==> src/rtl/counter_pkg.sv <==
// ============================================================================
// Module  : counter_pkg
// Brief   : Shared types and helpers for the counter family.
// Revision: 1.0
// ============================================================================
`default_nettype none

package counter_pkg;

  typedef enum logic {DIR_DOWN = 1'b0, DIR_UP = 1'b1} dir_e;
  typedef enum logic {MODE_SAT = 1'b0, MODE_WRAP = 1'b1} mode_e;

  // Widest counter supported; helpers work on one extra bit of headroom.
  localparam int CNT_MAX_WIDTH = 32;

  function automatic logic [CNT_MAX_WIDTH:0] clamp(
    input logic [CNT_MAX_WIDTH:0] value,
    input logic [CNT_MAX_WIDTH:0] max
  );
    return (value > max) ? max : value;
  endfunction

endpackage

`default_nettype wire

==> src/rtl/mod_counter_next.sv <==
// ============================================================================
// Module  : mod_counter_next
// Brief   : Combinational next-value and bound-event calculator.
// Revision: 1.0
// ============================================================================
`default_nettype none

module mod_counter_next
  import counter_pkg::*;
#(
  parameter int                       WIDTH     = 8,
  parameter logic [CNT_MAX_WIDTH:0]   MAX_VALUE = (33'd1 << WIDTH) - 33'd1
) (
  input  logic [WIDTH-1:0] value,
  input  logic             up,
  input  logic             wrap_mode,
  output logic [WIDTH-1:0] next_value,
  output logic             wrap_evt,
  output logic             ovf_evt
);

  localparam logic [WIDTH:0] MAX_EXT = MAX_VALUE[WIDTH:0];
  localparam logic [WIDTH:0] ONE_EXT = (WIDTH+1)'(1);

  dir_e           dir;
  mode_e          mode;
  logic [WIDTH:0] value_ext;
  logic [WIDTH:0] inc_ext;
  logic [WIDTH:0] dec_ext;

  assign dir       = dir_e'(up);
  assign mode      = mode_e'(wrap_mode);
  assign value_ext = {1'b0, value};
  // The extra bit keeps the step from aliasing past 2**WIDTH or below zero.
  assign inc_ext   = value_ext + ONE_EXT;
  assign dec_ext   = value_ext - ONE_EXT;

  always_comb begin
    next_value = value;
    wrap_evt   = 1'b0;
    ovf_evt    = 1'b0;
    if (dir == DIR_UP) begin
      if (inc_ext > MAX_EXT) begin
        ovf_evt = 1'b1;
        if (mode == MODE_WRAP) begin
          next_value = '0;
          wrap_evt   = 1'b1;
        end
      end else begin
        next_value = inc_ext[WIDTH-1:0];
      end
    end else begin
      if (dec_ext[WIDTH]) begin
        ovf_evt = 1'b1;
        if (mode == MODE_WRAP) begin
          next_value = MAX_EXT[WIDTH-1:0];
          wrap_evt   = 1'b1;
        end
      end else begin
        next_value = dec_ext[WIDTH-1:0];
      end
    end
  end

endmodule

`default_nettype wire

==> src/rtl/mod_counter.sv <==
// ============================================================================
// Module  : mod_counter
// Brief   : Programmable up/down modulo counter with wrap/saturate and flags.
// Revision: 1.0
// ============================================================================
`default_nettype none

module mod_counter
  import counter_pkg::*;
#(
  parameter int                       WIDTH     = 8,
  parameter logic [CNT_MAX_WIDTH:0]   MAX_VALUE = (33'd1 << WIDTH) - 33'd1
) (
  input  logic             clk,
  input  logic             reset,
  input  logic             enable,
  input  logic             up,
  input  logic             load,
  input  logic [WIDTH-1:0] load_value,
  input  logic             wrap_mode,
  input  logic             clear_ovf,
  output logic [WIDTH-1:0] value,
  output logic             wrapped,
  output logic             at_limit,
  output logic             overflow
);

  localparam logic [WIDTH-1:0] MAX_W = MAX_VALUE[WIDTH-1:0];

  logic [WIDTH-1:0] next_value;
  logic             wrap_evt;
  logic             ovf_evt;
  logic [WIDTH-1:0] load_clamped;
  logic             step;

  mod_counter_next #(
    .WIDTH     (WIDTH),
    .MAX_VALUE (MAX_VALUE)
  ) u_next (
    .value      (value),
    .up         (up),
    .wrap_mode  (wrap_mode),
    .next_value (next_value),
    .wrap_evt   (wrap_evt),
    .ovf_evt    (ovf_evt)
  );

  assign load_clamped = WIDTH'(clamp((CNT_MAX_WIDTH+1)'(load_value), MAX_VALUE));
  assign step         = enable && !load;
  assign at_limit     = up ? (value == MAX_W) : (value == '0);

  always_ff @(posedge clk) begin
    if (reset) begin
      value    <= '0;
      wrapped  <= 1'b0;
      overflow <= 1'b0;
    end else begin
      if (load) begin
        value <= load_clamped;
      end else if (enable) begin
        value <= next_value;
      end
      wrapped  <= step && wrap_evt;
      // A new event beats a simultaneous clear.
      overflow <= (step && ovf_evt) || (overflow && !clear_ovf);
    end
  end

endmodule

`default_nettype wire

==> config.mk <==
export PLATFORM = sky130hd
export DESIGN_NAME = mod_counter
export DESIGN_NICKNAME = d
export VERILOG_FILES = /design/src/rtl/counter_pkg.sv /design/src/rtl/mod_counter_next.sv /design/src/rtl/mod_counter.sv
export SDC_FILE = /design/constraint.sdc
export NUM_CORES = 1
export LEC_CHECK = 0
export ABC_AREA = 1
export CORE_UTILIZATION = 52
export CTS_BUF_LIST = sky130_fd_sc_hd__clkbuf_4 sky130_fd_sc_hd__clkbuf_8 sky130_fd_sc_hd__clkbuf_16
export DETAILED_ROUTE_END_ITERATION = 10
export PLACE_DENSITY = 0.94
export SLEW_MARGIN = 20
export SYNTH_ARGS = -nofsm -noshare
export SYNTH_HDL_FRONTEND = slang
export SYNTH_SLANG_ARGS = --single-unit
export TNS_END_PERCENT = 50
==> constraint.sdc <==
create_clock -name clk -period 4.6 [get_ports clk]
set_input_delay 0.46 -clock clk [delete_from_list [all_inputs] [get_ports clk]]
set_output_delay 0.46 -clock clk [all_outputs]
set_load 0.05 [all_outputs]
==> impl_metrics.env, run 1 <==
export IMPL_ctsRootBufferMaster="clkbuf_4"
export IMPL_syn_inst=181
export IMPL_rsz0062_at_grt="false"
export IMPL_worst_setup_path_type="input pin to output pin"
export IMPL_syn_to_final_growth_pct=27.4
export IMPL_post_place_ws_ns=1.62
export IMPL_grt_busiest_layer="met2"
export IMPL_tns_ns=0
export IMPL_fin_ws_ns=1.57
export IMPL_drive_above_1_share_pct=10.2
export IMPL_reg2reg_to="value[2]$_SDFFE_PP0P_"
export IMPL_synth_cell_types=24
export IMPL_reg2reg_depth=13
export IMPL_final_util_pct=73.3
export IMPL_clk_pin_slew_worst_paths_ns=0.07
export IMPL_die_w_um=46.4
export IMPL_power_switching_w=0.000137
export IMPL_initial_core_util_pct=57.5
export IMPL_die_y_um=46.4
export IMPL_vdd_drop_max_mv=0.135
export IMPL_wl_um=2870
export IMPL_most_common_layout_cells="nand2_1 (55), nor2_1 (32), clkdlybuf4s50_1 (25)"
export IMPL_tightest_slew_ns=0.500
export IMPL_slew_viol_final=0
export IMPL_seq_power_share_pct=33.5
export IMPL_htree_levels=1
export IMPL_rrSetupSlack_ns=2.35
export IMPL_grt_ovfl_total=0
export IMPL_holdBufCountCts=0
export IMPL_grt_usage_pct=29.9
export IMPL_pin_count=26
export IMPL_vias_per_cell=5.35
export IMPL_post_drt_wl_per_cell_um=12.4
export IMPL_grt_first_pass_wirelength_um=4440
export IMPL_power_w=0.000315
export IMPL_leakagePower_nw=0.620
export IMPL_maxCapViolCount=0
export IMPL_cts_buffers_inserted=3
export IMPL_r2r_start="value[0]$_SDFFE_PP0P_"
export IMPL_dr_total_vias=1236
export IMPL_coreArea_um2=1780
export IMPL_cts_sinks=10
export IMPL_cts_resized=0
export IMPL_drtIter0Drc=68
export IMPL_use_met3_pct=4.71
export IMPL_grt_use_met2_pct=51.7
export IMPL_setup_viol=0
export IMPL_crit_path_start_kind="input pin"
export IMPL_antenna_found_initial=0
export IMPL_crit_path_end="at_limit"
export IMPL_slew_headroom_pct=66.6
export IMPL_grt_max_degree=17
export IMPL_holdPathStages=2
export IMPL_die_area_um2=2150
export IMPL_internal_power_w=0.000178
export IMPL_clock_skew_ns=0.00243
export IMPL_period_minus_slack_ns=3.03
export IMPL_period_share_pct=65.8
export IMPL_first_pass_iters=4
export IMPL_arrival_ns=2.57
export IMPL_path_max_fanout=11
export IMPL_port_buffers=25
export IMPL_fp_row_count=15
export IMPL_cp_end_kind="output pin"
export IMPL_status="complete, no violations"
export IMPL_synth_warnings=0
export IMPL_power_frac_comb_pct=46.6
export IMPL_ys_ff_latch=10
export IMPL_hold_violations=0
export IMPL_final_nets=227
export IMPL_timing_fmax_mhz=330
export IMPL_clkPwrFrac_pct=19.9
export IMPL_syn_nets=200
export IMPL_cp_startpoint="up"
export IMPL_post_cts_buffers=0
export IMPL_critPathRequiredTime_ns=4.14
export IMPL_clk_latency_ns=0.27
export IMPL_syn_avg_cell_area_um2=5.67
export IMPL_gp_congestion=0.879
export IMPL_fill_cells=172
export IMPL_tritoncts="built"
export IMPL_layout_commonest_cell="nand2_1"
export IMPL_min_path_type="flop to flop"
export IMPL_drc_errors=0
export IMPL_swShare_pct=43.5
export IMPL_use_met1_pct=36.7
export IMPL_seq_area_frac_synth_pct=19.5
export IMPL_hpwl_um=2230
export IMPL_diodes=0
export IMPL_antenna_left=0
export IMPL_grt_pass1_vias=1010
export IMPL_clk_path_buf_depth=2
export IMPL_syn_area_um2=1030
export IMPL_powerDensity_nw_per_um2=241
## critical path, cell delays in order
cell	delay, ns
clkdlybuf4s50_1	0.72
clkinv_1	0.34
o22ai_1	0.21
clkdlybuf4s50_1	0.83
## layout make-up
cell class	count	area, um2	share of cell area (%)
Tap cell	25	31.3	2.39
Inverter	23	86.3	6.60
Multi-Input combinational cell	145	717	54.8
Sequential cell	10	200	15.3
Timing Repair Buffer	25	250	19.1
Clock buffer	3	22.5	1.72
## cell usage after synthesis (all sizes together)
cell | instances | area (um2)
nand2 | 57 | 219
nor2 | 37 | 151
inv | 21 | 78.8
nand3 | 17 | 118
a21oi | 11 | 55.1
dfxtp | 10 | 200
o21ai | 6 | 30.0
ha | 4 | 50.1
nand4 | 4 | 25.0
o21bai | 3 | 30.0
or2 | 3 | 18.8
clkbuf | 2 | 7.51
clkinv | 2 | 7.51
a221oi | 1 | 8.76
buf | 1 | 15.0
nor3 | 1 | 5.00
o22ai | 1 | 6.26
## power by group through the flow
stage	Combinational [W]	Clock (W)	Sequential, W
finish	0.000147	0.0000625	0.000105
global route	0.000161	0.0000656	0.000106
global placement	0.000142	0	0.000106
CTS	0.000145	0.0000624	0.000105
detailed placement	0.000144	0	0.000107
floorplan	0.0000770	0	0.000130
## worst min-delay path by stage
stage	start	to	slack, ns
floorplan	reset	overflow$_SDFF_PP0_	0.53
global placement	overflow$_SDFF_PP0_	overflow$_SDFF_PP0_	0.45
detailed placement	overflow$_SDFF_PP0_	overflow$_SDFF_PP0_	0.46
CTS	overflow$_SDFF_PP0_	overflow$_SDFF_PP0_	0.48
global route	overflow$_SDFF_PP0_	overflow$_SDFF_PP0_	0.50
finish	overflow$_SDFF_PP0_	overflow$_SDFF_PP0_	0.47
## registers in the layout (all words and copies together), names as in the netlist
name      count
overflow      1
value         8
wrapped       1
## cell families after synthesis
family / Yosys count / share of synthesized area, %
AND/OR/NAND/NOR: 119 / 52.3
adder cells (fa/ha/maj): 4 / 4.88
AO/OA/AOI/OAI: 22 / 12.7
buffers and inverters: 26 / 10.6
flip-flops: 10 / 19.5
## layer usage
metal	vias up	part of all wire, %
met5	-	0
met3	7	10
met2	66	49
met4	0	1.8
li1	621	-
met1	542	39
## stage by stage
step | cell area [um2] | hold slack [ns] | instances
global placement | 1280 | 0.454 | 228
floorplan | 1030 | 0.529 | 181
finish | 1310 | 0.468 | 231
CTS | 1310 | 0.476 | 231
global route | 1310 | 0.498 | 231
detailed placement | 1280 | 0.464 | 228
(Power assumes the default switching activity.)
==> run 2: changes to the inputs <==
--- a/config.mk
+++ b/config.mk
@@ -6,10 +6,11 @@
 export NUM_CORES = 1
 export LEC_CHECK = 0
 export ABC_AREA = 1
-export CORE_UTILIZATION = 52
+export CORE_ASPECT_RATIO = 0.6
+export CORE_UTILIZATION = 44
 export CTS_BUF_LIST = sky130_fd_sc_hd__clkbuf_4 sky130_fd_sc_hd__clkbuf_8 sky130_fd_sc_hd__clkbuf_16
 export DETAILED_ROUTE_END_ITERATION = 10
-export PLACE_DENSITY = 0.94
+export PLACE_DENSITY = 0.86
 export SLEW_MARGIN = 20
 export SYNTH_ARGS = -nofsm -noshare
 export SYNTH_HDL_FRONTEND = slang
==> constraint.sdc (replaced) <==
create_clock -name clk -period 2.59 [get_ports clk]
set_input_delay 0.259 -clock clk [delete_from_list [all_inputs] [get_ports clk]]
set_output_delay 0.259 -clock clk [all_outputs]
set_load 0.05 [all_outputs]
==> run 2 against run 1 <==
  * Non-clock buffer count rose by 1
  * Cell count increased by 2.6%
  * Critical path depth up 9
  * Largest power group unchanged
  * Clock power rose to 2.6 times the previous value
  * Sequential cell count stayed put
  * First-iteration DRC count grew 85%
  * Combinational power increased by 78%
  * Count of clock-buffer cells in the layout stayed put
==> impl_metrics.env, run 2 (synthesis results as in run 1) <==
export IMPL_cp_depth=13
export IMPL_grt_usage_pct=23.3
export IMPL_setup_viol=0
export IMPL_largest_register_ffs=8
export IMPL_slew_headroom_pct=66.8
export IMPL_vdd_drop_max_mv=0.323
export IMPL_syn_to_final_growth_pct=31.6
export IMPL_period_minus_slack_ns=2.23
export IMPL_grt_max_degree=17
export IMPL_rrSetupSlack_ns=0.36
export IMPL_timing_fmax_mhz=449
export IMPL_final_util_pct=61.9
export IMPL_ctsRootBufferMaster="clkbuf_8"
export IMPL_maxCapViolCount=0
export IMPL_drive_above_1_share_pct=11.1
export IMPL_reg_top3="value: 8 flops, overflow: 1 flops, wrapped: 1 flops"
export IMPL_pin_count=26
export IMPL_tritoncts="built"
export IMPL_cp_end_kind="flop"
export IMPL_post_drt_wl_per_cell_um=11.8
export IMPL_final_nets=228
export IMPL_diodes=0
export IMPL_rsz0062_at_grt="false"
export IMPL_tns_ns=0
export IMPL_tightest_slew_ns=0.496
export IMPL_path_delay_family="simple AND/OR/NAND/NOR gates"
export IMPL_port_buffers=25
export IMPL_antenna_left=0
export IMPL_clk_path_buf_depth=2
export IMPL_hold_violations=0
export IMPL_min_path_type="flop to flop"
export IMPL_drtIter0Drc=126
export IMPL_die_area_um2=2540
export IMPL_htree_levels=1
export IMPL_period_share_pct=86.0
export IMPL_clock_skew_ns=0.00249
export IMPL_r2r_start="value[0]$_SDFFE_PP0P_"
export IMPL_most_common_layout_cells="nand2_1 (55), nor2_1 (32), clkdlybuf4s50_1 (24)"
export IMPL_coreArea_um2=2180
export IMPL_holdBufCountCts=0
export IMPL_die_w_um=64.3
export IMPL_die_y_um=39.4
export IMPL_gp_congestion=0.920
export IMPL_crit_path_start_kind="flop"
export IMPL_worst_setup_path_type="flop to flop"
export IMPL_fin_ws_ns=0.363
export IMPL_reg2reg_depth=13
export IMPL_clk_pin_slew_worst_paths_ns=0.05
export IMPL_first_pass_iters=4
export IMPL_initial_core_util_pct=47.1
export IMPL_antenna_found_initial=0
export IMPL_wl_um=2790
export IMPL_critPathMaxStageDelay_ns=0.48
export IMPL_regMostFlops="value"
export IMPL_powerDensity_nw_per_um2=454
export IMPL_layout_commonest_cell="nand2_1"
export IMPL_cts_resized=0
export IMPL_cp_cell_sequence="inv_1 > ha_1 > nand2_1 > nor2_1 > nand2_1 > nor2_1 > nand3_2 > nand2_2 > nand3_2 > nand3_4 > nand2_1 > nand2_1 > nor2_2"
export IMPL_status="complete, no violations"
export IMPL_crit_path_end="value[1]$_SDFFE_PP0P_"
export IMPL_grt_pass1_vias=960
export IMPL_post_cts_buffers=0
export IMPL_critPathRequiredTime_ns=2.72
export IMPL_grt_ovfl_total=0
export IMPL_post_place_ws_ns=0.406
export IMPL_leakagePower_nw=0.638
export IMPL_critPathMostFrequentCell="nand2_1"
export IMPL_vias_per_cell=5.21
export IMPL_clk_latency_ns=0.24
export IMPL_arrival_ns=2.36
export IMPL_hpwl_um=2170
export IMPL_slew_viol_final=0
export IMPL_cp_startpoint="value[0]$_SDFFE_PP0P_"
export IMPL_dr_total_vias=1235
export IMPL_reg2reg_to="value[1]$_SDFFE_PP0P_"
export IMPL_cp_num_buf_inv=1
export IMPL_cts_sinks=10
export IMPL_grt_first_pass_wirelength_um=4370
export IMPL_worst_path_max_delay_cell="dfxtp_1"
export IMPL_drc_errors=0
export IMPL_path_max_fanout=16
export IMPL_fp_row_count=13
export IMPL_cts_buffers_inserted=3
run 2: layout make-up:
cell class | instances | area [um2]
repair buffers | 26 | 268
well taps | 30 | 37.5
flip-flops and latches | 10 | 200
inverters | 23 | 86.3
clock buffers | 3 | 41.3
multi-input cells | 145 | 717
fillers | 218 | 830
run 2: worst reg2reg max path: stages (launching register included):
cell	delay [ns]
dfxtp_1	0.48
inv_1	0.21
ha_1	0.37
nand2_1	0.06
nor2_1	0.09
nand2_1	0.06
nor2_1	0.11
nand3_2	0.15
nand2_2	0.13
nand3_2	0.10
nand3_4	0.17
nand2_1	0.08
nand2_1	0.08
nor2_2	0.03
run 2: worst min path at each step:
stage	from	to	slack, ns	cells after the start
CTS	overflow$_SDFF_PP0_	overflow$_SDFF_PP0_	0.47	2
global placement	overflow$_SDFF_PP0_	overflow$_SDFF_PP0_	0.45	2
floorplan	reset	overflow$_SDFF_PP0_	0.33	1
global route	overflow$_SDFF_PP0_	overflow$_SDFF_PP0_	0.48	2
detailed placement	overflow$_SDFF_PP0_	overflow$_SDFF_PP0_	0.46	2
finish	overflow$_SDFF_PP0_	overflow$_SDFF_PP0_	0.47	2
run 2: per-stage QoR:
step / std cells / cell area [um2] / power, W / hold WS, ns
3_3_place_gp: 234 / 1310 / 0.000447 / 0.455
3_5_place_dp: 234 / 1310 / 0.000449 / 0.464
5_1_grt: 237 / 1350 / 0.000654 / 0.483
2_1_floorplan: 181 / 1030 / 0.000367 / 0.328
6_report: 237 / 1350 / 0.000613 / 0.468
4_1_cts: 237 / 1350 / 0.000611 / 0.470
run 2: where the power goes:
part           switching (W)  leakage (nW)  internal, W  total, W
sequential         0.0000220        0.0828     0.000167  0.000189
combinational       0.000164         0.534    0.0000974  0.000261
clock              0.0000608        0.0216     0.000102  0.000163
run 2: routing by layer:
metal	up-vias	GRT usage, %	share of wire, %
met5	-	0	0
met4	0	3.33	0
met3	0	4.65	10
met2	62	33.7	39
met1	546	35.0	51
li1	627	-	-
==> run 3: changes to the inputs <==
--- a/config.mk
+++ b/config.mk
@@ -9,6 +9,7 @@
 export CORE_ASPECT_RATIO = 0.6
 export CORE_UTILIZATION = 44
 export CTS_BUF_LIST = sky130_fd_sc_hd__clkbuf_4 sky130_fd_sc_hd__clkbuf_8 sky130_fd_sc_hd__clkbuf_16
+export CTS_CLUSTER_DIAMETER = 60
 export DETAILED_ROUTE_END_ITERATION = 10
 export PLACE_DENSITY = 0.86
 export SLEW_MARGIN = 20
==> results of run 3 <==
No change in the layout: final DEF, timing and power equal those of run 2.
